**src/rtl/hazard_scoreboard_unit.sv**
```systemverilog
// ---------------------------------------------------------------------------
// hazard_scoreboard_unit
//
// Purpose:
//   Scoreboard-based hazard detector that sits beside the ID stage. Every
//   in-flight register write is tracked with two saturating countdowns:
//     fwdCnt[r] : cycles until the value can be forwarded into EX
//     wbCnt[r]  : cycles until the value is readable from the register file
//   The counters drive PC/IF-ID stall and ID/EX bubble controls. The unit
//   supports multi-cycle load latency, a global memory freeze (mem_stall)
//   and a synchronous scoreboard clear (sb_clear).
//
// Optional feature (compile-time macro):
//   HAZ_PERF_CNT_EN  when defined, stall_cycles counts every clock edge on
//                    which a hazard bubble is inserted (saturating, cleared
//                    by reset and sb_clear). When undefined, stall_cycles
//                    is tied to 0 and no counter logic exists.
//
// Ports:
//   clk             in   clock, all state updates on the rising edge
//   rst_n           in   asynchronous active-low reset
//   id_valid        in   IF/ID holds a real instruction
//   id_rs, id_rt    in   source registers of the ID instruction
//   id_uses_rs/rt   in   the corresponding source is actually read
//   id_is_branch    in   ID instruction resolves a branch in ID
//   id_reg_write    in   ID instruction writes a register
//   id_rd           in   destination register
//   id_mem_read     in   ID instruction is a load
//   mem_stall       in   data memory not ready, whole pipeline frozen
//   sb_clear        in   synchronous clear of all scoreboard entries
//   pc_write        out  PC may update
//   if_id_write     out  IF/ID may update
//   id_ex_flush     out  insert a bubble into ID/EX
//   load_use_stall  out  EX-consumer hazard active
//   branch_stall    out  ID-branch hazard active
//   stall_cycles    out  hazard stall counter (0 unless HAZ_PERF_CNT_EN)
// ---------------------------------------------------------------------------
module hazard_scoreboard_unit #(
  parameter int NUM_REGS = 32,
  parameter int REG_AW   = $clog2(NUM_REGS),
  parameter int LOAD_LAT = 1,
  parameter int WB_DIST  = 3,
  parameter int CNT_W    = $clog2(WB_DIST + LOAD_LAT) + 1
) (
  input  logic              clk,
  input  logic              rst_n,
  input  logic              id_valid,
  input  logic [REG_AW-1:0] id_rs,
  input  logic [REG_AW-1:0] id_rt,
  input  logic              id_uses_rs,
  input  logic              id_uses_rt,
  input  logic              id_is_branch,
  input  logic              id_reg_write,
  input  logic [REG_AW-1:0] id_rd,
  input  logic              id_mem_read,
  input  logic              mem_stall,
  input  logic              sb_clear,
  output logic              pc_write,
  output logic              if_id_write,
  output logic              id_ex_flush,
  output logic              load_use_stall,
  output logic              branch_stall,
  output logic [31:0]       stall_cycles
);

  // The tables are sized to the full address space so that any source or
  // destination address indexes a real entry; entries 0 and those at or
  // above NUM_REGS are never written and therefore always read as zero.
  localparam int DEPTH = 1 << REG_AW;

  localparam logic [CNT_W-1:0] FWD_LOAD = CNT_W'(LOAD_LAT);
  localparam logic [CNT_W-1:0] WB_ALU   = CNT_W'(WB_DIST);
  localparam logic [CNT_W-1:0] WB_LOAD  = CNT_W'(WB_DIST + LOAD_LAT - 1);
  localparam logic [CNT_W-1:0] CNT_ONE  = CNT_W'(1);

  logic [CNT_W-1:0] fwdCnt  [DEPTH];
  logic [CNT_W-1:0] wbCnt   [DEPTH];
  logic [CNT_W-1:0] fwdNext [DEPTH];
  logic [CNT_W-1:0] wbNext  [DEPTH];

  logic rsChecked;
  logic rtChecked;
  logic rsFwdBusy;
  logic rtFwdBusy;
  logic rsWbBusy;
  logic rtWbBusy;
  logic loadUseHaz;
  logic branchHaz;
  logic hazard;
  logic issue;
  logic sbWrite;

  // A source only matters when the instruction really reads it; register 0
  // is hard-wired and can never carry a dependency.
  assign rsChecked = id_uses_rs && (id_rs != '0);
  assign rtChecked = id_uses_rt && (id_rt != '0);

  assign rsFwdBusy = rsChecked && (fwdCnt[id_rs] != '0);
  assign rtFwdBusy = rtChecked && (fwdCnt[id_rt] != '0);
  assign rsWbBusy  = rsChecked && (wbCnt[id_rs] != '0);
  assign rtWbBusy  = rtChecked && (wbCnt[id_rt] != '0);

  // An EX consumer only needs the value to be forwardable, while a branch
  // resolved in ID has no forwarding path and must wait for writeback.
  assign loadUseHaz = id_valid && (rsFwdBusy || rtFwdBusy);
  assign branchHaz  = id_valid && id_is_branch && (rsWbBusy || rtWbBusy);
  assign hazard     = loadUseHaz || branchHaz;

  // Only a real, non-stalled instruction in an unfrozen pipeline issues;
  // bubbles and held slots never touch the scoreboard.
  assign issue   = id_valid && !hazard && !mem_stall;
  assign sbWrite = issue && id_reg_write && (id_rd != '0);

  // Stall/bubble controls are purely combinational from the registered
  // counters and the current ID inputs. A frozen pipeline holds everything
  // in place, so it stalls the front end but never injects a bubble.
  assign load_use_stall = loadUseHaz;
  assign branch_stall   = branchHaz;
  assign pc_write       = !(hazard || mem_stall);
  assign if_id_write    = !(hazard || mem_stall);
  assign id_ex_flush    = hazard && !mem_stall;

  // Next-state computation for every scoreboard entry. Clear beats freeze,
  // freeze beats the normal countdown, and a new issue to an entry replaces
  // that entry's own decrement in the same cycle. Counters stop at zero.
  always_comb begin
    for (int r = 0; r < DEPTH; r++) begin
      fwdNext[r] = '0;
      wbNext[r]  = '0;
    end
    for (int r = 1; r < DEPTH; r++) begin
      if (r < NUM_REGS) begin
        if (sb_clear) begin
          fwdNext[r] = '0;
          wbNext[r]  = '0;
        end else if (mem_stall) begin
          fwdNext[r] = fwdCnt[r];
          wbNext[r]  = wbCnt[r];
        end else begin
          fwdNext[r] = (fwdCnt[r] != '0) ? (fwdCnt[r] - CNT_ONE) : '0;
          wbNext[r]  = (wbCnt[r] != '0) ? (wbCnt[r] - CNT_ONE) : '0;
          if (sbWrite && (id_rd == REG_AW'(r))) begin
            fwdNext[r] = id_mem_read ? FWD_LOAD : '0;
            wbNext[r]  = id_mem_read ? WB_LOAD : WB_ALU;
          end
        end
      end
    end
  end

  // Scoreboard register file. Reset empties it immediately so that all
  // outputs return to their idle values without waiting for a clock edge.
  always_ff @(posedge clk or negedge rst_n) begin
    if (!rst_n) begin
      for (int r = 0; r < DEPTH; r++) begin
        fwdCnt[r] <= '0;
        wbCnt[r]  <= '0;
      end
    end else begin
      for (int r = 0; r < DEPTH; r++) begin
        fwdCnt[r] <= fwdNext[r];
        wbCnt[r]  <= wbNext[r];
      end
    end
  end

`ifdef HAZ_PERF_CNT_EN
  logic [31:0] stallCount;

  // Counts edges on which a hazard bubble is actually inserted. Frozen
  // cycles do not count because no bubble enters ID/EX then. The counter
  // sticks at all-ones instead of wrapping, and is emptied by sb_clear.
  always_ff @(posedge clk or negedge rst_n) begin
    if (!rst_n) begin
      stallCount <= '0;
    end else if (sb_clear) begin
      stallCount <= '0;
    end else if (hazard && !mem_stall && (stallCount != '1)) begin
      stallCount <= stallCount + 32'd1;
    end
  end

  assign stall_cycles = stallCount;
`else
  assign stall_cycles = 32'd0;
`endif

endmodule
```
**config.mk**
```make
export PLATFORM = sky130hd
export DESIGN_NAME = hazard_scoreboard_unit
export DESIGN_NICKNAME = d
export VERILOG_FILES = /design/src/rtl/hazard_scoreboard_unit.sv
export SDC_FILE = /design/constraint.sdc
export NUM_CORES = 1
export LEC_CHECK = 0
export CORE_UTILIZATION = 55
export CTS_CLUSTER_SIZE = 14
export DETAILED_ROUTE_END_ITERATION = 12
export PLACE_DENSITY_LB_ADDON = 0.25
export SLEW_MARGIN = 20
export SYNTH_ARGS = -nofsm -noshare
export SYNTH_HDL_FRONTEND = slang
export SYNTH_SLANG_ARGS = --single-unit
```
**constraint.sdc**
```tcl
create_clock -name clk -period 5.2 [get_ports clk]
set_clock_uncertainty 0.15 [all_clocks]
set_input_delay 1.04 -clock clk [delete_from_list [all_inputs] [get_ports clk]]
set_output_delay 1.04 -clock clk [all_outputs]
set_load 0.01 [all_outputs]
```
==> summary.txt, run 1 <==
Floorplan
  – Core Region: 21800 µm²
  – Die Ht: 151 µm
  – DIE AREA: 22900 µm²
  – Initial Util: 0.561
  – FP Rows: 54
  – I/O pin cnt: 62
  – Die W: 151 µm

Clock network
  – Hold-fix buffers, CTS: 0
  – CTS buffer count: 17
  – Insertion delay to the later sink of the worst-skew pair: 450 ps
  – Longest Clk Path Bufs: 2
  – Root buf cell: clkbuf_16
  – # clock sinks: 186
  – H-tree depth: 4
  – CTS tree: built
  – Reg clk slew, reported paths: 70 ps
  – # Post-CTS Setup Buffers: 0

Setup path
  – Endpoint class of the critical path: output pin
  – R2r endpoint: wbCnt[3]
  – CP Class: in -> out
  – Worst R2R Start: wbCnt[72]
  – Data required, critical path: 4010 ps
  – Crit-path max FO: 25
  – Reg2reg setup slack: 1510 ps
  – CP startpoint kind: input pin
  – Worst Reg-to-Reg Cells: 9
  – Crit path from: id_rt[0]
  – Data arrival, critical path: 3890 ps

Routing
  – Final wirelength: 36600 µm
  – Metal-1 WL: 15800 µm
  – Detailed Routing Iterations Pass 1: 6
  – DR WL met3: 3050 µm
  – Vias: 11600
  – Detail Route Antenna Nets: 0
  – Initial DRC Count: 1288
  – Average via count per standard cell: 6.56
  – Top Metal Used: met4
  – Met2 Routed Length: 16800 µm
  – Routed len/inst: 20.8 µm
  – DR DRC count: 0

Global route
  – Number of global-route vias before repair: 10500
  – Total grt overflow: 0
  – Global-route wire length before repair: 57600 µm
  – Pin count of the biggest net entering global routing: 112
  – Initial antenna violation count: 0
  – Total Routing Usage GR: 0.328

Placed design
  – Port bufs: 29
  – Placed insts: 1728
  – Post-DP HPWL: 24300 µm
  – RePlAce Congestion: 0.950
  – Post-place setup slack: -40.1 ps

STA
  – FMAX: 0.197 GHz
  – Min Tclk post-route: 5080 ps
  – Actual slew at the worst max-slew pin: 1130 ps
  – Period utilization: 0.977
  – # setup viols final: 0
  – Setup WS post-layout: 118 ps
  – Slew Limit Headroom: 0.245
  – Final-report hold violation count: 0
  – Final count of pins violating max slew: 0

Power
  – Peak supply drop: 0.184 mV
  – Pwr dens: 242 nW/µm²
  – Leakage: 5.53 nW

Job
  – Maxcap violations: 0

Hold path
  – Hold endpoint: fwdCnt[43]
  – Worst Min Path Start: fwdCnt[43]
  – Kind of path behind the tightest hold check: reg -> reg
  – Worst Hold Depth: 2

Layout
  – Layout area overhead: 9.99%
  – Non-filler cells, final: 1760
  – ANT cells: 0
  – Layout Nets: 1554
  – Commonest non-fill, non-tap cells in the layout: 186 x dfrtp_1, 160 x nand2_1, 140 x o21ai_0, 132 x nor2_1, 84 x nor3_1
  – Commonest non-fill, non-tap cell in the layout: dfrtp_1
  – Share of layout cells above drive strength 1: 0.104
  – Final design utilization: 0.617
  – Filler cells: 1871

Outcome
  – Status: complete, no violations

Synth
  – Synth unique cells: 65
  – Synthesized area per cell: 8.35 µm²
  – Cell Area, Synth: 12200 µm²
  – #FFs+latches synth: 186
  – Cell count after synthesis: 1466
  – Ys async rst share: 1.00
  – Yosys Warn Count: 0
  – Ys flop type: dfrtp_1
  – Register area share after synthesis: 0.380
  – Post-synth EDFFs: 0
==> worst max-delay path, cell delays in order <==
cell and delay (ps):
clkdlybuf4s50_1 500, buf_12 190, mux4_2 520, inv_1 60
a41oi_1 140, o31a_1 320, a31oi_2 210, nand2_2 120
nor3_1 190, clkdlybuf4s50_1 580
==> worst max-delay path by stage <==
stage          slack [ps]           to
6_report              120  if_id_write
2_1_floorplan         550     pc_write
3_5_place_dp          -40  id_ex_flush
5_1_grt               -10  if_id_write
4_1_cts                 8  id_ex_flush
3_3_place_gp          -30  id_ex_flush
==> cell families after synthesis <==
family,after synthesis,synth area share
flip-flops,186,0.380
AND/OR/NAND/NOR,546,0.213
other,1,0.000306
adder cells (fa/ha/maj),62,0.0633
multiplexers,20,0.0278
buffers and inverters,205,0.0751
AO/OA/AOI/OAI,446,0.241
==> synth_stat cells (all sizes together), types with 8 or more instances <==
master | number | area (µm²)
nand2 | 162 | 608
nor2 | 133 | 499
ha | 62 | 776
dfrtp | 186 | 4650
mux4 | 11 | 248
nand4 | 26 | 163
nor3 | 84 | 420
o21bai | 15 | 113
o211ai | 26 | 195
inv | 75 | 282
o21ai | 140 | 701
or4 | 8 | 60.1
nor2b | 11 | 68.8
nor4b | 10 | 87.6
nand2b | 9 | 63.8
a31oi | 49 | 307
o221a | 15 | 169
a21oi | 81 | 405
o22ai | 14 | 87.6
or2 | 9 | 56.3
a22o | 10 | 87.6
nor4 | 19 | 125
a211oi | 13 | 97.6
o311ai | 9 | 78.8
nand3 | 53 | 275
a311oi | 18 | 158
buf | 53 | 349
clkbuf | 75 | 282
==> sequential cells by signal, summed over array words and instances, names as in the netlist <==
name    cells
fwdCnt     93
wbCnt      93
==> metal layers <==
metal | vias to the layer above | GRT usage
met2 | 499 | 0.505
met4 | 0 | 0.113
met3 | 75 | 0.0822
met5 | - | 0
met1 | 5684 | 0.446
li1 | 5294 | -
==> where the power goes <==
group / leakage (nW) / switching (mW) / internal [mW] / total [mW]
clock network: 0.295 / 0.644 / 0.729 / 1.37
logic: 2.66 / 0.276 / 0.129 / 0.405
registers: 2.58 / 0.0238 / 1.46 / 1.48
total: 5.53 / 0.943 / 2.32 / 3.26
==> area by class of cell <==
type | count | area [µm²] | share of cell area
sequential | 186 | 4650 | 0.346
tap | 280 | 350 | 0.0260
clock inverter | 15 | 180 | 0.0134
inverter | 77 | 295 | 0.0219
multi-input combinational | 1106 | 6870 | 0.510
timing repair buffer | 79 | 697 | 0.0517
clock buffer | 17 | 425 | 0.0316
==> stage by stage <==
stage               setup TNS [ps]  hold slack, ps  cell area (µm²)  total power [mW]
floorplan                        0             322            12400              1.75
global placement             -33.7             346            12800              1.90
detailed placement           -62.5             360            12800              1.90
CTS                              0             379            13400              3.27
global route                 -15.0             405            13500              3.36
finish                           0             375            13500              3.26
==> timing repair <==
item | 4_1_cts | 5_1_grt
endpoints found under the setup margin | 3 | 5
resized for setup | 2 | 12
pin swaps | 1 | 1
cloned | 0 | 0
hold endpoints to repair | 0 | 0
(Power assumes the default switching activity.)
==> run 2: changes to the inputs <==
- ABC_AREA: default -> 0
==> results of run 2 <==
Final layout, timing and power as in run 1 (identical DEF).
